--- config.mk ---
export PLATFORM = sky130hd
export DESIGN_NAME = calc_entry_ctrl_flat
export DESIGN_NICKNAME = d
export VERILOG_FILES = /design/src/rtl/calc_pkg.sv /design/src/rtl/calc_entry_ctrl_if.sv /design/src/rtl/bcd_digit_shreg.sv /design/src/rtl/calc_entry_ctrl.sv /design/src/flat_wrapper.sv
export SDC_FILE = /design/constraint.sdc
export NUM_CORES = 1
export LEC_CHECK = 0
export ABC_AREA = 1
export CAP_MARGIN = 15
export CORE_AREA = 5 5 91 93
export CTS_BUF_LIST = sky130_fd_sc_hd__clkbuf_8 sky130_fd_sc_hd__clkbuf_16
export CTS_CLUSTER_DIAMETER = 200
export DETAILED_ROUTE_END_ITERATION = 10
export DIE_AREA = 0 0 96 98
export PLACE_DENSITY = 0.78
export SYNTH_ARGS = -nofsm -noshare
export SYNTH_HDL_FRONTEND = slang
export SYNTH_SLANG_ARGS = --single-unit
--- constraint.sdc ---
create_clock -name clk -period 5.36 [get_ports clk]
set_clock_uncertainty 0.15 [all_clocks]
set_input_delay 1.072 -clock clk [delete_from_list [all_inputs] [get_ports clk]]
set_output_delay 1.072 -clock clk [all_outputs]
set_load 0.02 [all_outputs]
--- src/rtl/calc_pkg.sv ---
// rtl/calc_pkg.sv - key codes, operator and state encodings for the calculator entry path
package calc_pkg;

    localparam int DEF_DIGITS = 4;
    localparam int BCD_W      = 4 * DEF_DIGITS;

    typedef enum logic [2:0] {
        ST_IDLE  = 3'd0,
        ST_ENT_A = 3'd1,
        ST_ENT_B = 3'd2,
        ST_BUSY  = 3'd3,
        ST_SHOW  = 3'd4,
        ST_ERR   = 3'd5
    } state_e;

    localparam logic [2:0] OP_ADD  = 3'd0;
    localparam logic [2:0] OP_SUB  = 3'd1;
    localparam logic [2:0] OP_MUL  = 3'd2;
    localparam logic [2:0] OP_DIV  = 3'd3;
    localparam logic [2:0] OP_ROOT = 3'd4;

    localparam logic [4:0] KEY_ADD  = 5'd10;
    localparam logic [4:0] KEY_SUB  = 5'd11;
    localparam logic [4:0] KEY_MUL  = 5'd12;
    localparam logic [4:0] KEY_DIV  = 5'd13;
    localparam logic [4:0] KEY_ROOT = 5'd14;
    localparam logic [4:0] KEY_EQ   = 5'd15;
    localparam logic [4:0] KEY_CLR  = 5'd16;
    localparam logic [4:0] KEY_BKSP = 5'd17;

    function automatic int bcd_width(input int digits);
        return 4 * digits;
    endfunction

    // Binary operator keys 10..13 map onto op codes 0..3.
    function automatic logic [2:0] key_to_op(input logic [4:0] code);
        return code[2:0] - 3'd2;
    endfunction

endpackage

--- src/rtl/calc_entry_ctrl_if.sv ---
// rtl/calc_entry_ctrl_if.sv - keypad and ALU handshake bundle for the entry controller
interface calc_entry_ctrl_if #(
    parameter int DIGITS = 4
);
    logic                  key_valid;
    logic [4:0]            key_code;
    logic                  alu_start;
    logic                  alu_done;
    logic                  alu_err;
    logic [4*DIGITS-1:0]   alu_result;

    modport master (
        output key_valid, key_code, alu_done, alu_err, alu_result,
        input  alu_start
    );

    modport slave (
        input  key_valid, key_code, alu_done, alu_err, alu_result,
        output alu_start
    );
endinterface

--- src/rtl/bcd_digit_shreg.sv ---
// rtl/bcd_digit_shreg.sv - BCD operand shift register with digit counter and full/empty flags
module bcd_digit_shreg
    import calc_pkg::*;
#(
    parameter  int DIGITS = DEF_DIGITS,
    localparam int W      = bcd_width(DIGITS),
    localparam int CW     = $clog2(DIGITS + 1)
) (
    input  logic         clk,
    input  logic         rst,
    input  logic         clr_i,
    input  logic         load_digit_i,
    input  logic         shift_in_i,
    input  logic         bksp_i,
    input  logic         load_full_i,
    input  logic [3:0]   digit_i,
    input  logic [W-1:0] full_val_i,
    output logic [W-1:0] value_o,
    output logic         full_o,
    output logic         empty_o
);

    localparam logic [CW-1:0] CNT_MAX = CW'(DIGITS);

    logic [W-1:0]  value_q, value_d;
    logic [CW-1:0] count_q, count_d;

    assign full_o  = (count_q == CNT_MAX);
    assign empty_o = (count_q == '0);
    assign value_o = value_q;

    // Shift-in and backspace guard themselves so callers may issue them blindly.
    always_comb begin
        value_d = value_q;
        count_d = count_q;
        if (clr_i) begin
            value_d = '0;
            count_d = '0;
        end else if (load_full_i) begin
            value_d = full_val_i;
            count_d = CNT_MAX;
        end else if (load_digit_i) begin
            value_d = W'(digit_i);
            count_d = CW'(1);
        end else if (shift_in_i && !full_o) begin
            value_d = (value_q << 4) | W'(digit_i);
            count_d = count_q + CW'(1);
        end else if (bksp_i && !empty_o) begin
            value_d = value_q >> 4;
            count_d = count_q - CW'(1);
        end
    end

    always_ff @(posedge clk or negedge rst) begin
        if (!rst) begin
            value_q <= '0;
            count_q <= '0;
        end else begin
            value_q <= value_d;
            count_q <= count_d;
        end
    end

endmodule

--- src/rtl/calc_entry_ctrl.sv ---
// rtl/calc_entry_ctrl.sv - calculator keypad entry FSM with ALU handshake; CALC_CHAIN_EN enables result chaining from SHOW
module calc_entry_ctrl
    import calc_pkg::*;
#(
    parameter int DIGITS = DEF_DIGITS
) (
    input  logic                clk,
    input  logic                rst,
    calc_entry_ctrl_if.slave    bus,
    output logic [2:0]          state,
    output logic [2:0]          op,
    output logic [4*DIGITS-1:0] opnd_a,
    output logic [4*DIGITS-1:0] opnd_b,
    output logic [4*DIGITS-1:0] result_q,
    output logic                err
);

    localparam int W = bcd_width(DIGITS);

    state_e         state_q, state_d;
    logic [2:0]     op_q, op_d;
    logic [W-1:0]   res_q, res_d;
    logic           alu_start_q, alu_start_d;
    logic           err_q, err_d;

    logic a_clr, a_load, a_shift, a_bksp, a_load_full, a_full, a_empty;
    logic b_clr, b_shift, b_bksp, b_full, b_empty;

    logic [4:0] code;
    logic [3:0] digit;
    logic       k_digit, k_binop, k_root, k_eq, k_clr, k_bksp;

    assign code    = bus.key_code;
    assign digit   = code[3:0];
    assign k_digit = bus.key_valid && (code < 5'd10);
    assign k_binop = bus.key_valid && (code >= KEY_ADD) && (code <= KEY_DIV);
    assign k_root  = bus.key_valid && (code == KEY_ROOT);
    assign k_eq    = bus.key_valid && (code == KEY_EQ);
    assign k_clr   = bus.key_valid && (code == KEY_CLR);
    assign k_bksp  = bus.key_valid && (code == KEY_BKSP);

    always_ff @(posedge clk or negedge rst) begin
        if (!rst) state_q <= ST_IDLE;
        else      state_q <= state_d;
    end

    always_comb begin
        state_d = state_q;
        if (k_clr) begin
            state_d = ST_IDLE;
        end else begin
            case (state_q)
                ST_IDLE:  if (k_digit) state_d = ST_ENT_A;
                ST_ENT_A: begin
                    if (k_binop && !a_empty)     state_d = ST_ENT_B;
                    else if (k_root && !a_empty) state_d = ST_BUSY;
                end
                ST_ENT_B: if (k_eq && !b_empty) state_d = ST_ENT_B == state_q ? ST_BUSY : state_q;
                ST_BUSY:  if (bus.alu_done) state_d = bus.alu_err ? ST_ERR : ST_SHOW;
                ST_SHOW: begin
                    if (k_digit) state_d = ST_ENT_A;
`ifdef CALC_CHAIN_EN
                    else if (k_binop) state_d = ST_ENT_B;
                    else if (k_root)  state_d = ST_BUSY;
`endif
                end
                ST_ERR:   state_d = ST_ERR;
                default:  state_d = ST_IDLE;
            endcase
        end
    end

    always_comb begin
        a_clr       = 1'b0;
        a_load      = 1'b0;
        a_shift     = 1'b0;
        a_bksp      = 1'b0;
        a_load_full = 1'b0;
        b_clr       = 1'b0;
        b_shift     = 1'b0;
        b_bksp      = 1'b0;
        op_d        = op_q;
        res_d       = res_q;
        if (k_clr) begin
            a_clr = 1'b1;
            b_clr = 1'b1;
            op_d  = OP_ADD;
        end else begin
            case (state_q)
                ST_IDLE: if (k_digit) begin
                    a_load = 1'b1;
                    b_clr  = 1'b1;
                end
                ST_ENT_A: begin
                    a_shift = k_digit && !a_full;
                    a_bksp  = k_bksp;
                    if (k_binop && !a_empty)     op_d = key_to_op(code);
                    else if (k_root && !a_empty) op_d = OP_ROOT;
                end
                ST_ENT_B: begin
                    b_shift = k_digit && !b_full;
                    b_bksp  = k_bksp;
                    if (k_binop) op_d = key_to_op(code);
                end
                // A clear in the same cycle never reaches here, so the result is dropped.
                ST_BUSY: if (bus.alu_done && !bus.alu_err) res_d = bus.alu_result;
                ST_SHOW: begin
                    if (k_digit) begin
                        a_load = 1'b1;
                        b_clr  = 1'b1;
                    end
`ifdef CALC_CHAIN_EN
                    else if (k_binop) begin
                        a_load_full = 1'b1;
                        b_clr       = 1'b1;
                        op_d        = key_to_op(code);
                    end else if (k_root) begin
                        a_load_full = 1'b1;
                        op_d        = OP_ROOT;
                    end
`endif
                end
                default: ;
            endcase
        end
        alu_start_d = (state_d == ST_BUSY) && (state_q != ST_BUSY);
        err_d       = (state_d == ST_ERR);
    end

    always_ff @(posedge clk or negedge rst) begin
        if (!rst) begin
            op_q        <= OP_ADD;
            res_q       <= '0;
            alu_start_q <= 1'b0;
            err_q       <= 1'b0;
        end else begin
            op_q        <= op_d;
            res_q       <= res_d;
            alu_start_q <= alu_start_d;
            err_q       <= err_d;
        end
    end

    bcd_digit_shreg #(.DIGITS(DIGITS)) u_opnd_a (
        .clk          (clk),
        .rst          (rst),
        .clr_i        (a_clr),
        .load_digit_i (a_load),
        .shift_in_i   (a_shift),
        .bksp_i       (a_bksp),
        .load_full_i  (a_load_full),
        .digit_i      (digit),
        .full_val_i   (res_q),
        .value_o      (opnd_a),
        .full_o       (a_full),
        .empty_o      (a_empty)
    );

    bcd_digit_shreg #(.DIGITS(DIGITS)) u_opnd_b (
        .clk          (clk),
        .rst          (rst),
        .clr_i        (b_clr),
        .load_digit_i (1'b0),
        .shift_in_i   (b_shift),
        .bksp_i       (b_bksp),
        .load_full_i  (1'b0),
        .digit_i      (digit),
        .full_val_i   ('0),
        .value_o      (opnd_b),
        .full_o       (b_full),
        .empty_o      (b_empty)
    );

    assign state         = state_q;
    assign op            = op_q;
    assign result_q      = res_q;
    assign err           = err_q;
    assign bus.alu_start = alu_start_q;

endmodule

--- src/flat_wrapper.sv ---
// flat-port wrapper written by rule: the top's interface ports become plain ports
module calc_entry_ctrl_flat import calc_pkg::*;
#(
    parameter int DIGITS = DEF_DIGITS
)
  (clk, rst, state, op, opnd_a, opnd_b, result_q, err, bus_key_valid, bus_key_code, bus_alu_done, bus_alu_err, bus_alu_result, bus_alu_start);
  calc_entry_ctrl_if #(.DIGITS(DIGITS)) bus_i ();
  input  logic clk;
  input  logic rst;
  output logic [2:0] state;
  output logic [2:0] op;
  output logic [4*DIGITS-1:0] opnd_a;
  output logic [4*DIGITS-1:0] opnd_b;
  output logic [4*DIGITS-1:0] result_q;
  output logic err;
  input wire logic [$bits(bus_i.key_valid)-1:0] bus_key_valid;
  input wire logic [$bits(bus_i.key_code)-1:0] bus_key_code;
  input wire logic [$bits(bus_i.alu_done)-1:0] bus_alu_done;
  input wire logic [$bits(bus_i.alu_err)-1:0] bus_alu_err;
  input wire logic [$bits(bus_i.alu_result)-1:0] bus_alu_result;
  output wire logic [$bits(bus_i.alu_start)-1:0] bus_alu_start;
  assign bus_i.key_valid = bus_key_valid;
  assign bus_i.key_code = bus_key_code;
  assign bus_i.alu_done = bus_alu_done;
  assign bus_i.alu_err = bus_alu_err;
  assign bus_i.alu_result = bus_alu_result;
  assign bus_alu_start = bus_i.alu_start;
  calc_entry_ctrl #(.DIGITS(DIGITS)) u_core (.clk(clk), .rst(rst), .bus(bus_i), .state(state), .op(op), .opnd_a(opnd_a), .opnd_b(opnd_b), .result_q(result_q), .err(err));
endmodule
==> run_results.csv, run 1 <==
group,metric,value,unit
global_routing,grt_usage,17.2,%
critical_path,end_kind,"flip-flop",
synthesis,synth_commonest_cells,"83 x nand2_1, 62 x dfrtp_1, 47 x inv_1",
power,clockPowerShare,19.1,%
cts,htree_levels,3,
synthesis,syn_area_per_cell,9.05,µm²
die,fp.dieArea,9410,µm²
synthesis,yosysUniqueCellTypes,36,
critical_path,worstPathMaxFanout,16,
placement,dp_hpwl,5690,µm
sta,period_share,64.5,%
detailed_routing,vias,2702,
placement,portBuffers,81,
run,maxCapViolations,0,
synthesis,synth_nets,387,
power,p_sw_share,38.8,%
detailed_routing,via_per_inst,4.95,
critical_path,crit_path_cell_trace,"clkdlybuf4s50_1 > inv_1 > ha_1 > nor2_4 > nor2_4 > nand3_4 > clkinv_1 > fa_1 > xnor2_1 > xor2_1 > nand2_1 > o21ai_0",
power,power.density,486,nW/µm²
power,p_sw,0.804,mW
cts,numCtsBuffers,9,
sta,drv_slew,0,
synthesis,synth_area,3220,µm²
layout,final_nets,470,
cts,clock_latency,340,ps
detailed_routing,finalWirelength,7530,µm
detailed_routing,wl_per_cell,13.8,µm
layout,area.growth.synth_to_final,32.3,%
detailed_routing,ant_nets,0,
cts,cts_buffer_depth,2,
synthesis,yosysMostFrequentCell,"nand2_1",
sta,fmax,289,MHz
detailed_routing,dr.pass1.iters,4,
detailed_routing,drc,0,
layout,n_antenna_cell,0,
die,rows,32,
run_status,status,"complete, no violations",
cts,post_cts_resized,0,
power,p_total,2.07,mW
power,intPower,1.27,mW
synthesis,synth_area_leaders,"dfrtp_1 48%, nand2_1 9.7%, o21ai_0 5.7%, inv_1 5.5%, mux2_4 4.7%",
sta,rsz0062_at_grt,"no",
synthesis,synth_edf_count,0,
power,ir_drop,0.000267,V
synthesis,syn_inst,356,
die,die_w,96,µm
critical_path,cp_top_family,"buffers and inverters",
cts,post-cts-setup-buffers,0,
synthesis,synth_ff_type,"dfrtp_1",
die,coreArea,7450,µm²
synthesis,yosysSeqAreaShare,48.2,%
die,die_h,98,µm
critical_path,critPathRequiredTime,5420,ps
critical_path,cp_slowest_cell,"clkdlybuf4s50_1",
global_routing,grt_antenna_before_repair,0,
synthesis,ys_ff_latch,62,
critical_path,critical_path_class,"primary input to flip-flop",
layout,drive_above_1_share,14.9,%
synthesis,synth_top_cell_area_share,48.2,%
sta,setup_ws,1900,ps
placement,place_congestion,0.815,
sta,setup-violations-final,0,
power,p_leak,1.94,nW
critical_path,arrival,3520,ps
die,initial_core_util,43.3,%
power,pwr-share-comb,45.5,%
critical_path,cp_common_cell,"nor2_4",
global_routing,grt_start_max_net_pins,43,
sta,min_period,3460,ps
critical_path,path_buf_inv,3,
sta,tightest_slew,583,ps
critical_path,crit_path_start_kind,"primary input",
synthesis,synthArstFlopShare,100,%
cts,root_buffer,"clkbuf_8",
critical_path,cp_slowest_stage_delay,600,ps
power,p_seq_share,35.3,%
global_routing,overflow,0,
cts,path_clk_slew,70,ps
sta,slew_headroom,61.1,%
sta,tns,0,ps
global_routing,grt_first_pass_wirelength,12600,µm
synthesis,yosysWarnings,0,
global_routing,grt_pass1_vias,2650,
die,io-pin-count,82,
sta,hold_violations,0,
cts,clock-sinks,62,
detailed_routing,drtIter0Drc,123,
hold_path,hp-class,"flip-flop to flip-flop",
synthesis,synth_area_leader_cell,"dfrtp_1",
cts,cts_hold_buf,0,
cts,cts_tree,"yes",
placement,dp_slack,1530,ps
cells in the final DEF (no fill, tap or decap), types with 3 or more instances in the layout:
cell	instances
clkbuf_8	9
clkdlybuf4s50_1	80
clkinvlp_4	3
dfrtp_1	62
ha_1	3
inv_1	48
inv_2	6
mux2_2	6
mux2_4	10
nand2_1	83
nand2_2	5
nand3_1	15
nand3_2	3
nand4_1	4
nor2_1	17
nor2_4	5
o21ai_0	37
o21ai_1	6
o21ai_2	7
o22ai_1	13
logic make-up after synthesis:
family                     synth area share (%)
adders and majority gates                  2.41
muxes                                      6.76
buffers and inverters                      9.05
AOI/OAI and AO/OA                          12.3
xor gates and xnor gates                  0.816
and+or+nand+nor                            20.5
DFF                                        48.2
area by class of cell:
cell class / count / area (µm²)
fill: 686 / 3180
tap: 102 / 128
inverter: 54 / 203
clock buffer: 9 / 124
sequential: 62 / 1550
clock inverter: 7 / 66.3
multi-input combinational: 230 / 1380
timing repair buffer: 82 / 813
sequential cells by signal (all words and copies together) (netlist names):
register and cells:
u_core.state 3, u_core.bus.alu_start 1, u_core.err 1, u_core.u_opnd_a.value_o 16, u_core.u_opnd_a.count_q 3, u_core.u_opnd_b.value_o 16, u_core.result_q 16, u_core.op 3
u_core.u_opnd_b.count_q 3
final timing paths:
check,endpoint,slack (ps),cells past startpoint,start
worst max-delay path,u_core.u_opnd_a.count_q[2]$_DFFE_PN0P_,1900,12,bus_key_code[2]
worst min-delay path,u_core.op[2]$_DFFE_PN0P_,360,2,u_core.op[2]$_DFFE_PN0P_
worst max register to register,u_core.u_opnd_b.count_q[2]$_DFFE_PN0P_,3000,8,u_core.state[2]$_DFF_PN0_
worst min register to register,u_core.op[2]$_DFFE_PN0P_,360,2,u_core.op[2]$_DFFE_PN0P_
max in group asynchronous,u_core.u_opnd_a.value_o[0]$_DFFE_PN0P_,3630,2,rst
min in group asynchronous,u_core.u_opnd_b.value_o[11]$_DFFE_PN0P_,540,1,rst
per-layer routing:
layer / part of all wire (%) / global-route usage (%) / vias up
li1: - / - / 1318
met3: 5.4 / 3.08 / 14
met4: 2.4 / 8.21 / 0
met2: 49 / 27.6 / 75
met5: 0 / 0 / -
met1: 43 / 22.3 / 1295
stage by stage:
step,cell area [µm²],utilization [%],instances,hold slack [ps]
after detailed placement,4070,54.7,530,346
after global placement,4070,54.7,530,342
after floorplan,3220,-,356,376
final,4260,57.3,546,357
after CTS,4260,57.3,546,364
after global routing,4260,57.3,546,379
worst reg2reg max path: stages (launching register included):
cell	delay, ps
dfrtp_1	440
inv_1	120
nand2_2	80
nor2_2	150
nand3_2	490
fa_1	600
nand2_1	80
nand2_1	50
o21ai_0	140
power groups by stage:
stage               logic (mW)  clock network [mW]  registers [mW]
floorplan                0.408                   0           0.886
global placement         0.929                   0           0.734
detailed placement       0.951                   0           0.739
CTS                      0.955               0.405           0.732
global route              1.03               0.422           0.754
finish                   0.943               0.396           0.731
Power figures use the tool's default switching activity.
==> run 2: changes to the inputs <==
==> constraint.sdc (replaced) <==
create_clock -name clk -period 3.5 [get_ports clk]
set_clock_uncertainty 0.15 [all_clocks]
set_input_delay 0.7 -clock clk [delete_from_list [all_inputs] [get_ports clk]]
set_output_delay 0.7 -clock clk [all_outputs]
set_load 0.02 [all_outputs]
==> run_results.csv, run 2 (synthesis results as in run 1) <==
group,metric,value,unit
sta,min_period,2930,ps
cts,post_cts_resized,0,
detailed_routing,dr.pass1.iters,4,
cts,clock_latency,340,ps
critical_path,r2r_setup_slack,1320,ps
cts,root_buffer,"clkbuf_8",
critical_path,ff2ff_path_depth,7,
cts,numCtsBuffers,9,
critical_path,critical_path_class,"primary input to flip-flop",
critical_path,cp_slowest_cell,"clkdlybuf4s50_1",
power,p_sw,1.23,mW
placement,dp_slack,224,ps
critical_path,crit_path_cell_trace,"clkdlybuf4s50_1 > inv_1 > ha_1 > nor2_4 > nor2_4 > nand3_4 > clkinv_1 > fa_1 > xnor2_1 > xor2_1 > nand2_1 > o21ai_0",
critical_path,cp_common_cell,"nor2_4",
detailed_routing,drtIter0Drc,107,
hold_path,hp-class,"primary input to asynchronous set/reset pin",
layout,fin_cells,548,
die,rows,32,
sta,setup-violations-final,0,
die,die_w,96,µm
power,pwr-share-comb,44.1,%
power,clockPowerShare,21.7,%
global_routing,overflow,0,
detailed_routing,vias,2689,
layout,final_nets,473,
power,intPower,2.05,mW
layout,n_antenna_cell,0,
cts,cts_buffer_depth,2,
critical_path,r2r_end,"u_core.u_opnd_b.count_q[2]$_DFFE_PN0P_",
critical_path,r2r-start,"u_core.state[1]$_DFF_PN0_",
cts,post-cts-setup-buffers,0,
detailed_routing,drc,0,
placement,dp_hpwl,5720,µm
sta,slew_headroom,64.9,%
global_routing,grt_usage,17.6,%
run,maxCapViolations,0,
cts,cts_tree,"yes",
power,power.density,761,nW/µm²
cts,cts_hold_buf,0,
placement,dp.cells,533,
critical_path,path_buf_inv,3,
layout,area.growth.synth_to_final,34.0,%
global_routing,grt_pass1_vias,2648,
layout,layout_commonest_cell,"nand2_1",
critical_path,cp_top_family,"buffers and inverters",
critical_path,crit_path_start_kind,"primary input",
critical_path,critPathRequiredTime,3570,ps
cts,clock-sinks,62,
detailed_routing,finalWirelength,7730,µm
die,die_h,98,µm
critical_path,arrival,3010,ps
sta,period_share,83.8,%
detailed_routing,via_per_inst,4.91,
placement,portBuffers,81,
layout,nFillCells,674,
sta,tightest_slew,527,ps
cts,path_clk_slew,70,ps
sta,tns,0,ps
power,p_leak,1.97,nW
sta,hold_violations,0,
critical_path,end_kind,"flip-flop",
run_status,status,"complete, no violations",
power,p_seq_share,34.2,%
die,initial_core_util,43.3,%
sta,setup_ws,566,ps
sta,drv_slew,0,
critical_path,cp_slowest_stage_delay,610,ps
die,fp.dieArea,9410,µm²
layout,drive_above_1_share,15.5,%
layout,final_cell_mix,"83 x nand2_1, 80 x clkdlybuf4s50_1, 62 x dfrtp_1",
global_routing,grt_antenna_before_repair,0,
die,coreArea,7450,µm²
global_routing,grt_start_max_net_pins,40,
sta,fmax,341,MHz
critical_path,worstPathMaxFanout,16,
sta,rsz0062_at_grt,"no",
power,ir_drop,0.000306,V
global_routing,grt_first_pass_wirelength,12900,µm
power,p_total,3.29,mW
die,io-pin-count,82,
detailed_routing,ant_nets,0,
placement,place_congestion,0.861,
cts,htree_levels,3,
critical_path,cp-startpoint,"bus_key_code[2]",
detailed_routing,wl_per_cell,14.1,µm
power,p_sw_share,37.5,%
run 2: cell type report:
class / instances / area [µm²] / area share, %
Timing Repair Buffer: 85 / 836 / 19.4
Tap cell: 102 / 128 / 2.96
Clock inverter: 4 / 70.1 / 1.62
Inverter: 54 / 203 / 4.69
Sequential cell: 62 / 1550 / 35.9
Clock buffer: 11 / 151 / 3.51
Multi-Input combinational cell: 230 / 1380 / 31.9
run 2: layer usage:
layer	global-route usage, %	share of wire (%)	vias up
li1	-	-	1315
met1	22.6	44	1296
met2	28.4	50	73
met3	6.01	5.4	5
met4	4.27	0.72	0
met5	0	0	-
run 2: how the worst max path moves through the flow:
stage | slack, ps | cells past startpoint | to
2_1_floorplan | 950 | 11 | u_core.u_opnd_a.count_q[2]$_DFFE_PN0P_
3_3_place_gp | 330 | 12 | u_core.u_opnd_a.count_q[2]$_DFFE_PN0P_
3_5_place_dp | 220 | 12 | u_core.u_opnd_a.count_q[2]$_DFFE_PN0P_
4_1_cts | 580 | 12 | u_core.u_opnd_a.count_q[2]$_DFFE_PN0P_
5_1_grt | 390 | 12 | u_core.u_opnd_a.count_q[2]$_DFFE_PN0P_
6_report | 570 | 12 | u_core.u_opnd_a.count_q[2]$_DFFE_PN0P_
run 2: power groups by stage:
stage                     clock [mW]  combinational (mW)  sequential (mW)
after CTS                      0.730                1.46             1.12
after global placement             0                1.43             1.12
after floorplan                    0               0.625             1.36
final                          0.713                1.45             1.13
after global routing           0.764                1.58             1.15
after detailed placement           0                1.45             1.13
run 2: metrics by stage:
step	util [%]	instance area [µm²]	hold WS, ps
finish	58.0	4320	177
global placement	55.0	4100	340
floorplan	-	3220	254
global route	58.0	4320	207
detailed placement	55.0	4100	347
CTS	58.0	4320	177
==> run 3: changes to the inputs <==
--- a/config.mk
+++ b/config.mk
@@ -7,12 +7,12 @@
 export LEC_CHECK = 0
 export ABC_AREA = 1
 export CAP_MARGIN = 15
-export CORE_AREA = 5 5 91 93
+export CORE_AREA = 5 5 92 94
 export CTS_BUF_LIST = sky130_fd_sc_hd__clkbuf_8 sky130_fd_sc_hd__clkbuf_16
 export CTS_CLUSTER_DIAMETER = 200
 export DETAILED_ROUTE_END_ITERATION = 10
-export DIE_AREA = 0 0 96 98
-export PLACE_DENSITY = 0.78
+export DIE_AREA = 0 0 97 99
+export PLACE_DENSITY = 0.79
 export SYNTH_ARGS = -nofsm -noshare
 export SYNTH_HDL_FRONTEND = slang
 export SYNTH_SLANG_ARGS = --single-unit
==> constraint.sdc (replaced) <==
create_clock -name clk -period 2.4 [get_ports clk]
set_clock_uncertainty 0.15 [all_clocks]
set_input_delay 0.48 -clock clk [delete_from_list [all_inputs] [get_ports clk]]
set_output_delay 0.48 -clock clk [all_outputs]
set_load 0.02 [all_outputs]
==> run_results.csv, run 3 (synthesis results as in run 1) <==
group,metric,value,unit
power,power.density,1080,nW/µm²
power,p_seq_share,33.5,%
die,die_h,99,µm
die,fp.dieArea,9600,µm²
placement,place_congestion,0.902,
cts,numCtsBuffers,9,
global_routing,grt_pass1_vias,2847,
die,io-pin-count,82,
sta,tightest_slew,505,ps
global_routing,grt_antenna_before_repair,0,
detailed_routing,via_per_inst,4.82,
power,p_leak,2.12,nW
cts,clock_latency,350,ps
sta,tns,0,ps
die,die_w,97,µm
placement,placed_area,4310,µm²
run,maxCapViolations,0,
sta,slew_headroom,66.3,%
critical_path,critPathRequiredTime,2480,ps
layout,final_area,4560,µm²
placement,dp.cells,556,
power,pwr-share-comb,44.8,%
sta,rsz0062_at_grt,"no",
sta,min_period,2320,ps
layout,final_nets,497,
cts,post-cts-setup-buffers,0,
sta,period_share,96.8,%
sta,fmax,430,MHz
critical_path,cp_top_family,"buffers and inverters",
layout,layout_commonest_cell,"nand2_1",
layout,fin_cells,573,
critical_path,cp_slowest_cell,"clkdlybuf4s50_1",
detailed_routing,vias,2760,
sta,drv_slew,0,
layout,final_cell_mix,"83 x nand2_1, 79 x clkdlybuf4s50_1, 62 x dfrtp_1",
die,rows,32,
detailed_routing,drtIter0Drc,170,
placement,dp_hpwl,5990,µm
layout,nFillCells,623,
detailed_routing,finalWirelength,8090,µm
cts,root_buffer,"clkbuf_8",
power,intPower,3.07,mW
layout,drive_above_1_share,20.0,%
layout,n_antenna_cell,0,
sta,hold_violations,0,
critical_path,arrival,2400,ps
global_routing,grt_start_max_net_pins,23,
critical_path,crit_path_start_kind,"primary input",
cts,cts_buffer_depth,2,
hold_path,hp-class,"flip-flop to flip-flop",
power,p_sw,1.85,mW
power,p_sw_share,37.6,%
detailed_routing,drc,0,
run_status,status,"complete, no violations",
critical_path,critical_path_class,"primary input to flip-flop",
cts,cts_tree,"yes",
layout,area.growth.synth_to_final,41.6,%
global_routing,overflow,0,
global_routing,grt_first_pass_wirelength,13500,µm
detailed_routing,ant_nets,0,
power,p_total,4.93,mW
global_routing,grt_usage,17.5,%
layout,final_util,60.3,%
cts,path_clk_slew,70,ps
cts,clock-sinks,62,
critical_path,cp_common_cell,"nor2_4",
critical_path,cp_slowest_stage_delay,490,ps
cts,htree_levels,3,
critical_path,worstPathMaxFanout,2,
placement,portBuffers,81,
critical_path,path_buf_inv,3,
critical_path,end_kind,"flip-flop",
power,clockPowerShare,21.8,%
power,ir_drop,0.000621,V
sta,setup-violations-final,0,
critical_path,crit_path_cell_trace,"clkdlybuf4s50_1 > inv_1 > ha_1 > nor2_4 > nor2_4 > nand3_4 > clkinv_1 > fa_2 > xnor2_2 > xor2_1 > nand2_1 > o21ai_0",
detailed_routing,wl_per_cell,14.1,µm
detailed_routing,dr.pass1.iters,4,
die,coreArea,7570,µm²
die,initial_core_util,42.6,%
-- run 3: final timing paths --
path	startpoint	to	slack, ps	depth (start not counted)
min in group asynchronous	rst	u_core.u_opnd_b.count_q[1]$_DFFE_PN0P_	480	2
worst min register to register	u_core.op[0]$_DFFE_PN0P_	u_core.op[0]$_DFFE_PN0P_	360	2
worst max-delay path	bus_key_code[1]	u_core.u_opnd_a.count_q[2]$_DFFE_PN0P_	80	12
max in group asynchronous	rst	u_core.result_q[2]$_DFFE_PN0P_	950	3
worst max register to register	u_core.state[1]$_DFF_PN0_	u_core.u_opnd_a.value_o[0]$_DFFE_PN0P_	380	8
worst min-delay path	u_core.op[0]$_DFFE_PN0P_	u_core.op[0]$_DFFE_PN0P_	360	2
-- run 3: what timing repair did --
| item | 4_1_cts | 5_1_grt |
|---|---|---|
| endpoints found under the hold margin | 19 | 0 |
| endpoints found under the setup margin | 0 | 2 |
| hold buffers | 1 | 0 |
| resized for setup | 0 | 3 |
-- run 3: per-layer routing --
| layer | part of all wire (%) | GRT usage, % | up-vias |
|---|---|---|---|
| met2 | 50 | 29.1 | 75 |
| met3 | 4.6 | 4.39 | 20 |
| met4 | 2.6 | 8.75 | 0 |
| met1 | 43 | 21.0 | 1298 |
| met5 | 0 | 0 | - |
| li1 | - | - | 1367 |
-- run 3: per-stage QoR --
step	hold WS (ps)	worst slack (ps)
2_1_floorplan	34.4	68.2
3_3_place_gp	323	-271
3_5_place_dp	336	-339
4_1_cts	365	33.4
5_1_grt	390	15.5
6_report	365	76.7
-- run 3: worst reg2reg max path, stage by stage (launching register included) --
cell,delay (ps)
dfrtp_1,480
nor3_4,370
nand3_4,110
buf_4,210
nand2_2,110
nor2_4,40
inv_2,190
nand2_1,140
o21ai_1,160
-- run 3: power groups by stage --
stage | logic (mW) | clock network, mW | registers (mW)
final | 2.21 | 1.07 | 1.65
after global routing | 2.39 | 1.16 | 1.69
after CTS | 2.21 | 1.10 | 1.64
after detailed placement | 2.19 | 0 | 1.65
after global placement | 2.14 | 0 | 1.64
after floorplan | 0.911 | 0 | 1.98
-- run 3: final cells by class --
class	instances	area (µm²)	share of cell area, %
flip-flops and latches	62	1550	34.0
multi-input cells	230	1390	30.4
repair buffers	109	1060	23.2
inverters	54	203	4.44
clock buffers	11	151	3.32
well taps	102	128	2.80
clock inverters	5	81.3	1.78
==> variant 1: new RTL, config.mk and constraints of run 3 <==
Change the package constant `DEF_DIGITS` from 4 to 2.
--- a/src/rtl/calc_pkg.sv
+++ b/src/rtl/calc_pkg.sv
@@ -1,7 +1,7 @@
 // rtl/calc_pkg.sv - key codes, operator and state encodings for the calculator entry path
 package calc_pkg;
 
-    localparam int DEF_DIGITS = 4;
+    localparam int DEF_DIGITS = 2;
     localparam int BCD_W      = 4 * DEF_DIGITS;
 
     typedef enum logic [2:0] {
Ports: changed (resized bus_alu_result, opnd_a, opnd_b and result_q); port bits go from 82 to 50. No check against the original RTL was run, so the function may have changed too.
==> variant 1 against run 3 <==
Sequential power decreased by 42%. Power decreased by 39%. Worst setup slack improved by 0.17 ns. Routed wire length decreased by 37%. Die area unchanged. Cell count decreased by 30%. Sequential cell count decreased by 26. Design area decreased by 37%. Area after synthesis decreased by 36%. Critical path type unchanged.
==> variant 1: results <==
metrics = {
    "run_status": {
        "status": "finished, final reports clean",
    },
    "placement": {
        "finalWeightedCongestion": 0.897,
        "hpwl_um": 3950,
        "portBuffers": 49,
        "pre_cts_ws_ns": -0.0601,
        "placed_area_sq_mm": 0.00276,
    },
    "synth": {
        "synth_compound_area_share_pct": 13.4,
        "synth.area.mux_share_pct": 5.81,
        "synthAdderAreaFrac_pct": 1.82,
        "yosys-top-cells-area": "dfrtp_1, nand2_1, mux2_4, inv_1, nor2_1",
        "yosysWarningCount": 0,
        "synth_nets": 257,
        "synth-xor-area-share_pct": 0,
        "ys_top_cells_by_count": "nand2_1, dfrtp_1, inv_1",
        "ys_seq_area_share_pct": 43.6,
        "async_reset_ff_share_pct": 100,
        "ys_types": 31,
        "netlist_instances": 236,
    },
    "global_route": {
        "grt_pass1_wl_um": 8480,
        "grtUsageTotal_pct": 10.7,
        "antenna_found_initial": 0,
        "grt_pass1_vias": 1790,
        "grt_max_degree": 37,
    },
    "layout": {
        "final_cells": 403,
        "fin_nets": 321,
        "n_antenna_cell": 0,
        "layout-drive-gt1-share_pct": 23.6,
    },
    "setup_path": {
        "cp_top_family": "buffers and inverters",
        "crit_slowest_cell": "clkdlybuf4s50_1",
        "critPathMaxFanout": 8,
        "crit_arrival_ns": 2.22,
        "cp_slowest_stage_delay_ns": 0.49,
    },
    "clocking": {
        "postCtsSetupRepairBufs": 0,
        "cts_resized": 0,
        "clock_path_buffers": 2,
        "cts_buffers": 5,
        "root_buffer": "clkbuf_8",
        "htreeDepth": 2,
        "insertion_delay_ns": 0.28,
        "clk_pin_slew_ns": 0.07,
    },
    "power_and_ir_drop": {
        "irDropWorstVdd_v": 0.000300,
        "leakage_nw": 1.38,
    },
    "timing": {
        "worst_slew_pin_slew_ns": 0.815,
    },
    "routing": {
        "drt_iter0_markers": 66,
        "vias_per_cell": 4.32,
        "drtPass1Iterations": 4,
        "drt_wl_total_um": 5100,
    },
    "worst_hold_path": {
        "hp-class": "input port to asynchronous set/reset pin",
    },
}
[variant 1: power breakdown]
| part | switching, mW | total (mW) | internal (mW) |
|---|---|---|---|
| registers | 0.144 | 0.953 | 0.808 |
| clock network | 0.214 | 0.580 | 0.367 |
| logic | 0.825 | 1.48 | 0.653 |
| total | 1.18 | 3.01 | 1.83 |
[variant 1: worst paths after layout]
check | from | slack (ns) | cells past startpoint | end
setup / recovery | bus_key_code[1] | 0.24 | 13 | u_core.u_opnd_b.value_o[5]$_DFFE_PN0P_
hold / removal | rst | 0.14 | 1 | u_core.result_q[0]$_DFFE_PN0P_
setup reg to reg | u_core.state[2]$_DFF_PN0_ | 0.60 | 7 | u_core.u_opnd_a.value_o[4]$_DFFE_PN0P_
hold reg to reg | u_core.result_q[2]$_DFFE_PN0P_ | 0.36 | 1 | u_core.result_q[2]$_DFFE_PN0P_
max in group asynchronous | rst | 1.45 | 1 | u_core.u_opnd_a.count_q[0]$_DFFE_PN0P_
min in group clk | u_core.result_q[2]$_DFFE_PN0P_ | 0.36 | 1 | u_core.result_q[2]$_DFFE_PN0P_
[variant 1: layout make-up]
cell class / count / area (sq um)
fillers: 732 / 4680
multi-input cells: 158 / 992
flip-flops and latches: 36 / 901
repair buffers: 60 / 593
inverters: 39 / 146
well taps: 102 / 128
clock buffers: 7 / 96.3
clock inverters: 1 / 30.0
[variant 1: cells by family (layout without fill, tap and decap cells)]
group,Yosys count,in the layout
flip-flops,36,36
multiplexers,8,8
buffers and inverters,42,107
adder cells (fa/ha/maj),3,3
AND/OR/NAND/NOR,109,109
AO/OA/AOI/OAI,38,38
[variant 1: layer usage]
metal | GRT usage (%) | share of wire (%)
met4 | 2.59 | 0.71
met1 | 13.8 | 49
met5 | 0 | 0
met3 | 4.88 | 6.8
met2 | 16.3 | 44
==> variant 2: new RTL, flow settings as in run 3 <==
Made on the original files. Make the reset (`rst`) synchronous in 3 clocked blocks.
--- a/src/rtl/bcd_digit_shreg.sv
+++ b/src/rtl/bcd_digit_shreg.sv
@@ -51,7 +51,7 @@
         end
     end
 
-    always_ff @(posedge clk or negedge rst) begin
+    always_ff @(posedge clk) begin
         if (!rst) begin
             value_q <= '0;
             count_q <= '0;
--- a/src/rtl/calc_entry_ctrl.sv
+++ b/src/rtl/calc_entry_ctrl.sv
@@ -39,7 +39,7 @@
     assign k_clr   = bus.key_valid && (code == KEY_CLR);
     assign k_bksp  = bus.key_valid && (code == KEY_BKSP);
 
-    always_ff @(posedge clk or negedge rst) begin
+    always_ff @(posedge clk) begin
         if (!rst) state_q <= ST_IDLE;
         else      state_q <= state_d;
     end
@@ -127,7 +127,7 @@
         err_d       = (state_d == ST_ERR);
     end
 
-    always_ff @(posedge clk or negedge rst) begin
+    always_ff @(posedge clk) begin
         if (!rst) begin
             op_q        <= OP_ADD;
             res_q       <= '0;
Formal check against the unedited RTL: differs if rst is asserted again (counterexample within 4 cycles, from zero or initial values and one cycle with rst low); with rst held inactive, the same outputs for 4 cycles.
==> variant 2 against run 3 <==
Area after synthesis shrank 8.5%. Worst setup slack better by 0.078 ns. Core utilization decreased by 3.6 points. Critical path type unchanged. Sequential cell count unchanged. Routed wire length shrank 4.5%. Fmax rose by 3.5%. Design area decreased by 6.0%. Global-route usage down 0.99 points.
Power is not compared: it rests on default switching activity, and its combinational part moved more than twofold at a synthesized area within 25%.
==> variant 2: results <==
metrics = {
    "setup_path": {
        "worst-r2r-cell-count": 7,
        "r2r_start": "u_core.state[1]$_SDFF_PN0_",
        "endpoint": "u_core.u_opnd_b.value_o[7]$_SDFFE_PP0P_",
        "critPathMaxFanout": 17,
        "regToRegSetupSlack_ns": 0.52,
        "worst_r2r_endpoint": "u_core.u_opnd_a.count_q[2]$_SDFFE_PP0P_",
        "crit_arrival_ns": 2.36,
    },
    "synth": {
        "yosys-top-cells-area": "dfxtp_1, nand2_1, nor2_1, inv_1, o21ai_0",
        "ys_seq_area_share_pct": 42.1,
        "synth-xor-area-share_pct": 0,
        "async_reset_ff_share_pct": 0,
        "synth.area.mux_share_pct": 0,
        "ys_top_cells_by_count": "nand2_1, nor2_1, dfxtp_1",
        "synthAdderAreaFrac_pct": 2.63,
        "syn_area_per_cell_sq_um": 7.21,
        "ys_types": 31,
        "synth_nets": 440,
        "synth_compound_area_share_pct": 14.4,
    },
    "timing": {
        "holdWs_ns": 0.332,
        "worst_slew_pin_slew_ns": 0.330,
        "fin_crit_sh_pct": 93.5,
    },
    "global_route": {
        "grt_pass1_vias": 2972,
        "use_met1_pct": 17.8,
        "grt_pass1_wl_um": 13200,
        "grtUsageMet2_pct": 28.7,
        "met3_usage_pct": 6.30,
    },
    "clocking": {
        "root_buffer": "clkbuf_8",
        "clk_pin_slew_ns": 0.07,
        "insertion_delay_ns": 0.35,
    },
    "worst_hold_path": {
        "min_to": "u_core.result_q[4]$_SDFFE_PN0P_",
        "min-delay-start": "u_core.result_q[4]$_SDFFE_PN0P_",
    },
    "routing": {
        "route.met3.wl_um": 681,
        "vias_per_cell": 4.79,
        "drt_iter0_markers": 158,
        "route.met2.wl_um": 3720,
        "drt_wl_total_um": 7730,
    },
    "layout": {
        "final_cells": 631,
        "fillers": 678,
        "layout-drive-gt1-share_pct": 15.7,
        "fin_nets": 555,
    },
    "placement": {
        "hpwl_um": 5860,
        "placed_area_sq_mm": 0.00408,
    },
    "run_status": {
        "status": "finished, final reports clean",
    },
}
[variant 2: changes by cell type in the layout (fill, tap and decap cells not counted), moves of 10 or more]
cell / run 3 / this run
nand2_1: 83 / 98
o22ai_1: 13 / 0
dfrtp_1: 62 / 0
a21oi_1: 1 / 19
buf_4: 24 / 36
o21ai_0: 37 / 22
a31oi_1: 0 / 17
dfxtp_1: 0 / 62
mux2_4: 10 / 0
nor2_1: 17 / 64
inv_1: 48 / 36
[variant 2: final cells by class]
type                            instances  area (sq um)  share of cell area [%]
Sequential cell                        62          1240                    28.9
Clock buffer                           10           138                    3.21
Clock inverter                          6          67.6                    1.58
Multi-Input combinational cell        285          1420                    33.1
Inverter                               47           176                    4.11
Timing Repair Buffer                  119          1120                    26.1
Tap cell                              102           128                    2.98
[variant 2: cells by family after synthesis]
kind of cell,count (synthesis)
flops,62
simple gates,206
fa+ha+maj,5
compound gates,74
buf+inv,62
